<file path="config.mk">
export PLATFORM = sky130hd
export DESIGN_NAME = ibex_mult_pext_sequencer
export DESIGN_NICKNAME = d
export VERILOG_FILES = /design/src/rtl/ibex_mult_pext_sequencer.sv
export SDC_FILE = /design/constraint.sdc
export NUM_CORES = 1
export LEC_CHECK = 0
export ABC_CLOCK_PERIOD_IN_PS = 11590
export BUFFER_PORTS_ARGS = -buffer_cell sky130_fd_sc_hd__clkbuf_2
export CELL_PAD_IN_SITES_DETAIL_PLACEMENT = 1
export CELL_PAD_IN_SITES_GLOBAL_PLACEMENT = 2
export CORE_ASPECT_RATIO = 1.2
export CORE_UTILIZATION = 29
export CTS_CLUSTER_DIAMETER = 50
export CTS_CLUSTER_SIZE = 30
export DETAILED_ROUTE_END_ITERATION = 16
export GPL_TIMING_DRIVEN = 1
export PLACE_DENSITY = 0.89
export SLEW_MARGIN = 25
export SYNTH_ARGS = -nofsm -noshare
export SYNTH_HDL_FRONTEND = slang
export SYNTH_SLANG_ARGS = --single-unit
</file>
<file path="constraint.sdc">
create_clock -name clk_i -period 11.59 [get_ports clk_i]
set_input_delay 0.5795 -clock clk_i [delete_from_list [all_inputs] [get_ports clk_i]]
set_output_delay 0.5795 -clock clk_i [all_outputs]
set_load 0.01 [all_outputs]
</file>
<file path="src/rtl/ibex_mult_pext_sequencer.sv">
// Phase sequencer for the packed-SIMD multiplier array: walks LO/HI/ACC, holds the intermediate product, accumulates.
// Define IBEX_PEXT_MULT_SAT_EN to saturate accumulate results (ov_o flags a clamp); otherwise they wrap.
module ibex_mult_pext_sequencer (
    input  logic        clk_i,
    input  logic        rst_ni,
    input  logic        mult_en_i,
    input  logic        kill_i,
    input  logic [1:0]  mult_mode_i,
    input  logic [1:0]  cycle_count_i,
    input  logic [1:0]  accum_sub_i,
    input  logic        crossed_i,
    input  logic [31:0] op_b_i,
    input  logic [31:0] op_c_i,
    input  logic [31:0] mult_prod_i,
    output logic [31:0] mult_op_b_o,
    output logic [1:0]  phase_o,
    output logic        array_sub_o,
    output logic [31:0] result_o,
    output logic        valid_o,
    output logic        busy_o,
    output logic        ov_o
);

    typedef enum logic [1:0] {M8x8, M16x16, M32x16, M32x32} mult_pext_mode_e;
    typedef enum logic [1:0] {IDLE, HI, ACC} seq_state_e;

    localparam logic [1:0] PH_LO  = 2'd0;
    localparam logic [1:0] PH_HI  = 2'd1;
    localparam logic [1:0] PH_ACC = 2'd2;

    seq_state_e  state_q, state_d;
    logic [31:0] imd_q, imd_d;
    logic        final_cyc;
    logic        use_acc;
    logic        abort;
    logic [31:0] acc_res;

    // Once an op is underway, losing the request is handled exactly like a kill.
    assign abort = kill_i | ~mult_en_i;

    always_comb begin
        state_d   = state_q;
        imd_d     = imd_q;
        phase_o   = PH_LO;
        final_cyc = 1'b0;
        use_acc   = 1'b0;
        unique case (state_q)
            IDLE: begin
                if (mult_en_i) begin
                    if (kill_i) begin
                        imd_d = '0;
                    end else begin
                        unique case (cycle_count_i)
                            2'b00: final_cyc = 1'b1;
                            2'b10: begin
                                imd_d   = mult_prod_i;
                                state_d = ACC;
                            end
                            default: begin
                                imd_d   = mult_prod_i;
                                state_d = HI;
                            end
                        endcase
                    end
                end
            end
            HI: begin
                phase_o = PH_HI;
                if (abort) begin
                    state_d = IDLE;
                    imd_d   = '0;
                end else if (cycle_count_i == 2'b11) begin
                    imd_d   = mult_prod_i;
                    state_d = ACC;
                end else begin
                    final_cyc = 1'b1;
                    state_d   = IDLE;
                end
            end
            ACC: begin
                phase_o = PH_ACC;
                use_acc = 1'b1;
                state_d = IDLE;
                if (abort) begin
                    imd_d = '0;
                end else begin
                    final_cyc = 1'b1;
                end
            end
            default: begin
                state_d = IDLE;
                imd_d   = '0;
            end
        endcase
        // Nothing survives a finished op; the next op always recaptures.
        if (final_cyc) begin
            imd_d = '0;
        end
    end

`ifdef IBEX_PEXT_MULT_SAT_EN
    logic signed [32:0] acc_sum;
    logic               acc_ovf;

    assign acc_sum = accum_sub_i[1] ? ($signed({op_c_i[31], op_c_i}) - $signed({imd_q[31], imd_q}))
                                    : ($signed({op_c_i[31], op_c_i}) + $signed({imd_q[31], imd_q}));
    // Overflow iff the two top bits of the 33-bit result disagree; bit 32 is the true sign.
    assign acc_ovf = acc_sum[32] ^ acc_sum[31];
    assign acc_res = acc_ovf ? (acc_sum[32] ? 32'h8000_0000 : 32'h7FFF_FFFF) : acc_sum[31:0];
    assign ov_o    = valid_o & use_acc & acc_ovf;
`else
    // Wrapping result equals the low 32 bits of the sign-extended 33-bit sum.
    assign acc_res = accum_sub_i[1] ? (op_c_i - imd_q) : (op_c_i + imd_q);
    assign ov_o    = 1'b0;
`endif

    assign valid_o     = final_cyc;
    assign result_o    = final_cyc ? (use_acc ? acc_res : mult_prod_i) : '0;
    assign busy_o      = (state_q != IDLE);
    assign array_sub_o = accum_sub_i[0];
    assign mult_op_b_o = (crossed_i && (mult_pext_mode_e'(mult_mode_i) != M32x32))
                         ? {op_b_i[15:0], op_b_i[31:16]} : op_b_i;

    always_ff @(posedge clk_i or negedge rst_ni) begin
        if (!rst_ni) begin
            state_q <= IDLE;
            imd_q   <= '0;
        end else begin
            state_q <= state_d;
            imd_q   <= imd_d;
        end
    end

endmodule

</file>
# Word-level counts from Yosys, hierarchy flattened

Cells that the tools add are included.

Flip-flop bits (word level): 34
Input bits: 107
Output and inout bits: 70
Logic and storage cells: 51

Add/sub/neg operators: 2
Eq/ne operators: 12
Multiplexer cells: 27
Bitwise logic cells: 2
Reduce and logical (&&, ||, !) cells: 6

Operators by type and width:

| operator                                                         | count |
|---|---|
| 32-bit two-way mux                                               | 11 |
| 32-bit one-hot mux with 3 select lines                           | 1 |
| 32-bit adder                                                     | 1 |
| 32-bit subtractor                                                | 1 |
| 2-bit one-hot mux with 2 select lines                            | 3 |
| 2-bit two-way mux                                                | 4 |
| 2-bit != test (second input constant)                            | 4 |
| 4-bit != test (second input constant)                            | 2 |
| 1-bit two-way mux                                                | 7 |
| 2-bit == test (second input constant)                            | 3 |
| 3-bit != test (second input constant)                            | 2 |
| 2-bit zero test                                                  | 2 |
| 4-bit AND reduction                                              | 1 |
| 1-bit one-hot mux with 3 select lines                            | 1 |
| 3-bit AND reduction                                              | 1 |
| 2-bit by 1-bit == test with 1-bit output (second input constant) | 1 |
| 2-bit nonzero test                                               | 1 |
| 1-bit logical AND                                                | 1 |
| 1-bit NOT                                                        | 1 |
| 1-bit OR                                                         | 1 |

# Logic depth before layout (Yosys ltp)

Gate-level depths: netlist of the first run.

Depth after elaboration: 7
Gate-level depth with buffers: 19
Mapped depth without buffers: 19

# Worst setup path before layout of the first run

Ideal clock, no wire load.

Path type: register to output
Start point: register imd_q[10]
End point: output result_o[30]
Arrival time: 4.173 ns
Required time: 11.010 ns
Setup slack: 6.837 ns
Cell stages (with the launch flop): 17
Buffers on the path: 0
Cells stage by stage: dfrtp_1 -> or4_1 -> or3_4 -> or4_4 -> nor3b_4 -> a21oi_1 -> xnor2_1 -> ha_1 -> a21o_1 -> a21oi_1 -> o21bai_1 -> nand2b_1 -> o22a_1 -> a221o_1 -> a31oi_1 -> nor3_1 -> a211oi_1

Word-level cells in the longest chain between the ends: 4
Elaborated cells between the ends (all ways): 5
Classes of those cells: 2 x add/sub; 3 x mux

Ends and longest elaborated chain:

| item                                                     | line | text |
|---|---|---|
| from (decl)                                              | 32   | `logic [31:0] imd_q, imd_d;` |
| from (signal assigned)                                   | 130  | `imd_q <= imd_d;` |
| 32-bit adder / 32-bit subtractor (equally long branches) | 113  | `assign acc_res = accum_sub_i[1] ? (op_c_i - imd_q) : (op_c_i + imd_q);` |
| 32-bit two-way mux (*)                                   | 113  |  |
| 32-bit two-way mux (*) (2 in series)                     | 118  | `assign result_o = final_cyc ? (use_acc ? acc_res : mult_prod_i) : '0;` |
| to (decl)                                                | 18   | `output logic [31:0] result_o,` |

Every way passes the cells marked *; elsewhere a longest branch is shown, timed or not.

# Worst setup path after layout of the first run

Start point: register imd_q[8]
End point: output result_o[31]

The elaborated chain is that of the path after synthesis.

==> results of run 1 <==
-- per-layer routing --
layer  global-route usage  vias up  part of all wire
met3               0.0290       12             0.052
met4               0.0424        0             0.012
li1                     -     2278                 -
met1                0.238     2280              0.40
met5                    0        -                 0
met2                0.408      154              0.54
-- layout by cell type, fill, tap and decap left out, types with 3 or more instances in the layout --
cell type | synthesis | routed
a211oi_1 | 3 | 3
a21o_1 | 17 | 17
a21oi_1 | 67 | 67
a221o_1 | 3 | 3
a22o_1 | 31 | 31
a31oi_1 | 8 | 8
and2_1 | 4 | 4
and3_1 | 3 | 3
buf_4 | 2 | 6
clkbuf_16 | 0 | 5
clkbuf_2 | 0 | 172
dfrtp_1 | 34 | 34
ha_1 | 32 | 32
inv_1 | 17 | 17
mux2_2 | 33 | 33
nand2_1 | 19 | 19
nand2b_1 | 15 | 15
nand3_1 | 7 | 7
nor2_1 | 40 | 39
nor2b_1 | 7 | 7
nor3_1 | 12 | 12
o21ai_0 | 43 | 43
o31ai_1 | 4 | 4
or2_2 | 3 | 3
or3_1 | 4 | 4
xnor2_1 | 45 | 45
xor2_1 | 11 | 11
-- Yosys cell counts, types with 3 or more instances --
master,instances,area (sq um)
a211oi_1,3,22.5
a21o_1,17,128
a21oi_1,67,335
a221o_1,3,30.0
a22o_1,31,272
a31oi_1,8,50.1
and2_1,4,25.0
and3_1,3,18.8
clkbuf_1,26,97.6
dfrtp_1,34,851
ha_1,32,400
inv_1,17,63.8
mux2_2,33,372
nand2_1,19,71.3
nand2b_1,15,93.8
nand3_1,7,35.0
nor2_1,40,150
nor2b_1,7,43.8
nor3_1,12,60.1
o21ai_0,43,215
o31ai_1,4,30.0
or2_2,3,18.8
or3_1,4,25.0
xnor2_1,45,394
xor2_1,11,96.3
-- critical path: stages (launching register included) --
cell	delay [ns]
dfrtp_1	0.43
or4_1	0.55
or3_4	0.37
or4_4	0.46
nor3_1	0.25
and4b_1	0.37
a21oi_1	0.12
xnor2_1	0.17
ha_1	0.34
a21o_1	0.21
a21o_1	0.19
a21oi_1	0.14
o21ai_0	0.09
a21oi_1	0.16
nor2b_1	0.06
a211oi_1	0.27
xnor2_1	0.11
a21oi_1	0.33
clkbuf_2	0.20
-- stage by stage --
stage	hold slack (ns)	cells	util	cell area [sq um]
floorplan	0.284	533	-	4330
global placement	0.511	884	0.372	5390
detailed placement	0.519	884	0.372	5390
CTS	0.465	892	0.386	5580
global route	0.466	894	0.386	5590
finish	0.395	894	0.386	5590
-- sequential cells by signal, indices dropped and copies added (netlist names) --
| signal | cells |
|---|---|
| imd_q | 32 |
| state_q | 2 |
-- worst min-delay path by stage --
stage,to,slack [ns],start,depth (start not counted)
final,state_q[0],0.40,rst_ni,1
after global routing,state_q[0],0.47,rst_ni,1
after CTS,state_q[0],0.46,rst_ni,1
after detailed placement,imd_q[31],0.52,imd_q[31],1
after global placement,imd_q[31],0.51,imd_q[31],1
after floorplan,imd_q[0],0.28,rst_ni,0
-- cell families after synthesis --
group	share of synthesized area
xor gates and xnor gates	0.117
and+or+nand+nor	0.162
muxes	0.0882
AOI/OAI and AO/OA	0.295
adders and majority gates	0.0994
DFF	0.197
buffers and inverters	0.0407
other	0.000866
-- final cells by class --
| class | instances | area share |
|---|---|---|
| clock buffer | 5 | 0.0224 |
| tap | 200 | 0.0448 |
| sequential | 34 | 0.152 |
| timing repair buffer | 179 | 0.163 |
| multi-input combinational | 454 | 0.593 |
| inverter | 17 | 0.0114 |
| clock inverter | 3 | 0.0123 |
| antenna | 2 | 0.000896 |
-- power breakdown --
| part | internal, uW | switching [uW] | leakage (uW) |
|---|---|---|---|
| sequential | 127 | 11.0 | 0.000457 |
| combinational | 157 | 202 | 0.00214 |
| clock | 124 | 53.5 | 0.0000940 |
==> qor.yml, run 1 <==
timing:
  clock-skew-final_ns: 0.00414
  min_period_over_period: 0.492
  finalHoldViolations: 0
  finalMaxSlewViolations: 0
  timing.fmax_ghz: 0.175
  fin_crit_ns: 5.70
  worst_pin_slew_ns: 1.02
  fin_ws_ns: 5.89
  final-setup-viol-count: 0
  finalSetupTns_ns: 0
  relSlewSlack: 0.309
  rsz0062_at_grt: "no"
clock_network:
  cts-root-buf: "clkbuf_16"
  cts_num_sinks: 34
  holdBufCountCts: 0
  postCtsSetupBuffers: 0
  cts-buffers-inserted: 5
  cts_resized: 0
  ctsLongestPathBuffers: 2
  tritoncts: "done"
  cts_max_level: 2
  clk_latency_ns: 0.28
  clkSlewWorstSetupHoldPaths_ns: 0.06
critical_path:
  critPathMaxFanout: 5
  r2r_start: "state_q[0]"
  worstReg2RegEnd: "imd_q[2]"
  cp-start-kind: "register"
  end_kind: "output port"
  cp.arrival_ns: 5.12
  r2r_cells: 6
  crit_required_ns: 11.01
  critPathKind: "register to output port"
  crit_path_end: "result_o[31]"
  regToRegSetupSlack_ns: 9.69
  cp-startpoint: "imd_q[8]"
global_route:
  grtUsageTotal: 0.209
  grt_pass1_wl_um: 25100
  antenna_found_initial: 1
  grt_max_degree: 38
  grt_pass1_vias: 4846
  overflow: 0
yosys:
  syn_avg_cell_area_sq_um: 8.12
  syn_nets: 673
  synth_edf_count: 0
  async_flop_share: 1.00
  ys_types: 60
  ys_seq_area_frac: 0.197
  synth_seq_cells: 34
  synthCells: 533
  synthesis.area_sq_mm: 0.00433
  synth_top_flop_cell: "dfrtp_1"
  synth_warnings: 0
placed_design:
  pre_cts_ws_ns: 6.23
  portBuffers: 173
  dp_hpwl_um: 13100
  finalWeightedCongestion: 0.872
power_and_ir_drop:
  power_uw: 674
  irDropWorstVdd_v: 0.0000602
  leakage_uw: 0.00269
  pwr_density_cell_mw_per_mm2: 121
routing:
  first_pass_iters: 4
  vias: 4724
  viasPerCell: 5.28
  drt_wl_total_um: 15900
  drtIter0Drc: 121
  routedWlPerCell_um: 17.8
  post-route-drc-count: 0
  ant_nets: 0
flow_run:
  drv_cap: 0
floorplan:
  die_area_sq_mm: 0.0154
  fp.dieW_um: 114
  io_pins: 177
  dieHeight_um: 136
  fp.coreArea_sq_mm: 0.0145
  initial_utilization: 0.299
  core.rowCount: 48
final_layout:
  nFillCells: 1796
  multi_input_area_sq_mm: 0.00331
  seq_area_sq_um: 851
  drive_gt1_frac: 0.341
  fin_nets: 831
  syn_to_final_growth_pct: 29.1
min_path:
  hold_path_class: "input port to asynchronous set/reset pin"
outcome:
  status: "completed"
No activity file was read; power rests on OpenSTA's default activity.
==> run 2: changes to the inputs <==
ABC_CLOCK_PERIOD_IN_PS = 6000   (was 11590)
CORE_UTILIZATION = 27   (was 29)
PLACE_DENSITY = 0.84   (was 0.89)
clock period = 6 ns   (was 11.59 ns; I/O delays follow)
==> run 2 against run 1 <==
Effect of this change:
- flip-flop and latch count stayed put
- sequential power is 93% higher
- register-to-register slack worse by 6.1 ns
- first-iteration DRC count is 28% higher
- clock-buffer cell count stayed put
- hold slack worse by 0.25 ns
==> qor.yml, run 2 (synthesis gave the netlist of run 1 again) <==
outcome:
  status: "completed"
clock_network:
  cts-root-buf: "clkbuf_16"
  clkSlewWorstSetupHoldPaths_ns: 0.06
  clk_latency_ns: 0.28
  cts_num_sinks: 34
  ctsLongestPathBuffers: 2
  holdBufCountCts: 0
  tritoncts: "done"
  cts_max_level: 2
  cts-buffers-inserted: 5
  postCtsSetupBuffers: 0
  cts_resized: 0
routing:
  viasPerCell: 5.20
  drtIter0Drc: 155
  post-route-drc-count: 0
  routedWlPerCell_um: 17.9
  ant_nets: 0
  drt_wl_total_um: 16100
  first_pass_iters: 4
  vias: 4689
timing:
  fin_crit_ns: 5.24
  finalMaxSlewViolations: 0
  clock-skew-final_ns: 0.00602
  min_period_over_period: 0.873
  relSlewSlack: 0.373
  timing.fmax_ghz: 0.191
  finalSetupTns_ns: 0
  worst_pin_slew_ns: 0.940
  final-setup-viol-count: 0
  finalHoldViolations: 0
  rsz0062_at_grt: "no"
global_route:
  grt_max_degree: 38
  overflow: 0
  grt_pass1_vias: 4946
  antenna_found_initial: 0
  grt_pass1_wl_um: 25700
  grtUsageTotal: 0.194
floorplan:
  die_area_sq_mm: 0.0165
  fp.coreArea_sq_mm: 0.0156
  initial_utilization: 0.277
  io_pins: 177
  core.rowCount: 50
  fp.dieW_um: 118
  dieHeight_um: 141
critical_path:
  crit_required_ns: 5.70
  cp_num_buf_inv: 1
  cp_common_cell: "a21oi_1"
  cp-start-kind: "register"
  r2r_start: "state_q[0]"
  critPathKind: "register to output port"
  crit_family: "simple AND/OR/NAND/NOR gates"
  crit_path_top_delay_cell: "or4_1"
  critPathMaxFanout: 5
  worstReg2RegEnd: "imd_q[17]"
  cp.arrival_ns: 4.94
  cpPeakStageDelay_ns: 0.54
  path_cells: "or4_1, or3_4, or4_4, nor3b_4, a21oi_1, xnor2_1, ha_1, a21o_1, a21oi_1, o21bai_1, nand2b_1, o22a_1, a221o_1, a31oi_1, nor3_1, a211oi_1, clkbuf_2"
  r2r_cells: 6
  end_kind: "output port"
  regToRegSetupSlack_ns: 3.62
  cp-startpoint: "imd_q[8]"
final_layout:
  layout_common_cells: "clkbuf_2, a21oi_1, xnor2_1"
  nFillCells: 1961
  multi_input_area_sq_mm: 0.00331
  drive_gt1_frac: 0.344
  syn_to_final_growth_pct: 29.5
  final_common_cell: "clkbuf_2"
  seq_area_sq_um: 851
  fin_cells: 902
  fin_nets: 833
  diodes: 0
  largest_register_ffs: 32
  top_register: "imd_q"
  fin_util: 0.359
  top_regs: "imd_q x32, state_q x2"
flow_run:
  drv_cap: 0
power_and_ir_drop:
  pwr_density_cell_mw_per_mm2: 235
  leakage_uw: 0.00270
  irDropWorstVdd_v: 0.000131
placed_design:
  dp_hpwl_um: 13300
  portBuffers: 173
  finalWeightedCongestion: 0.866
  dp.cells: 894
min_path:
  hold_path_class: "input port to asynchronous set/reset pin"
## run 2: worst max-delay path by stage
stage,endpoint,slack (ns),cells past startpoint
final,result_o[30],0.76,17
after global routing,result_o[30],0.54,17
after CTS,result_o[30],0.78,17
after detailed placement,result_o[30],1.12,17
after global placement,result_o[30],1.19,17
after floorplan,result_o[30],1.53,16
## run 2: worst reg2reg max path, delay by kind of cell, from the launching register on
| kind | cells | cell delay, ns |
|---|---|---|
| AOI/OAI and AO/OA | 2 | 0.40 |
| and+or+nand+nor | 2 | 1.04 |
| buffers and inverters | 2 | 0.51 |
| DFF | 1 | 0.37 |
## run 2: where the power goes
group | total [uW] | leakage (uW) | switching [uW] | internal (uW)
combinational | 705 | 0.00215 | 398 | 307
sequential | 266 | 0.000457 | 20.8 | 246
clock | 345 | 0.0000940 | 106 | 239
total | 1320 | 0.00270 | 524 | 792
## run 2: cell type report
class | instances | share of cell area
tap | 208 | 0.0464
clock buffer | 5 | 0.0223
clock inverter | 3 | 0.0123
multi-input combinational | 454 | 0.591
inverter | 17 | 0.0114
timing repair buffer | 181 | 0.165
sequential | 34 | 0.152
## run 2: metal layers
layer / GRT usage / vias to the layer above / share of wire
met2: 0.374 / 143 / 0.52
met1: 0.222 / 2251 / 0.41
met4: 0.0472 / 0 / 0.016
met3: 0.0307 / 13 / 0.045
li1: - / 2282 / -
met5: 0 / - / 0
## run 2: stage by stage
stage | hold WS, ns | total power, uW | area (sq um) | worst slack, ns
after floorplan | 0.00441 | 758 | 4330 | 1.53
after global placement | 0.464 | 957 | 5410 | 1.19
after detailed placement | 0.480 | 975 | 5410 | 1.12
after CTS | 0.176 | 1330 | 5610 | 0.784
after global routing | 0.208 | 1410 | 5610 | 0.543
final | 0.149 | 1320 | 5610 | 0.763
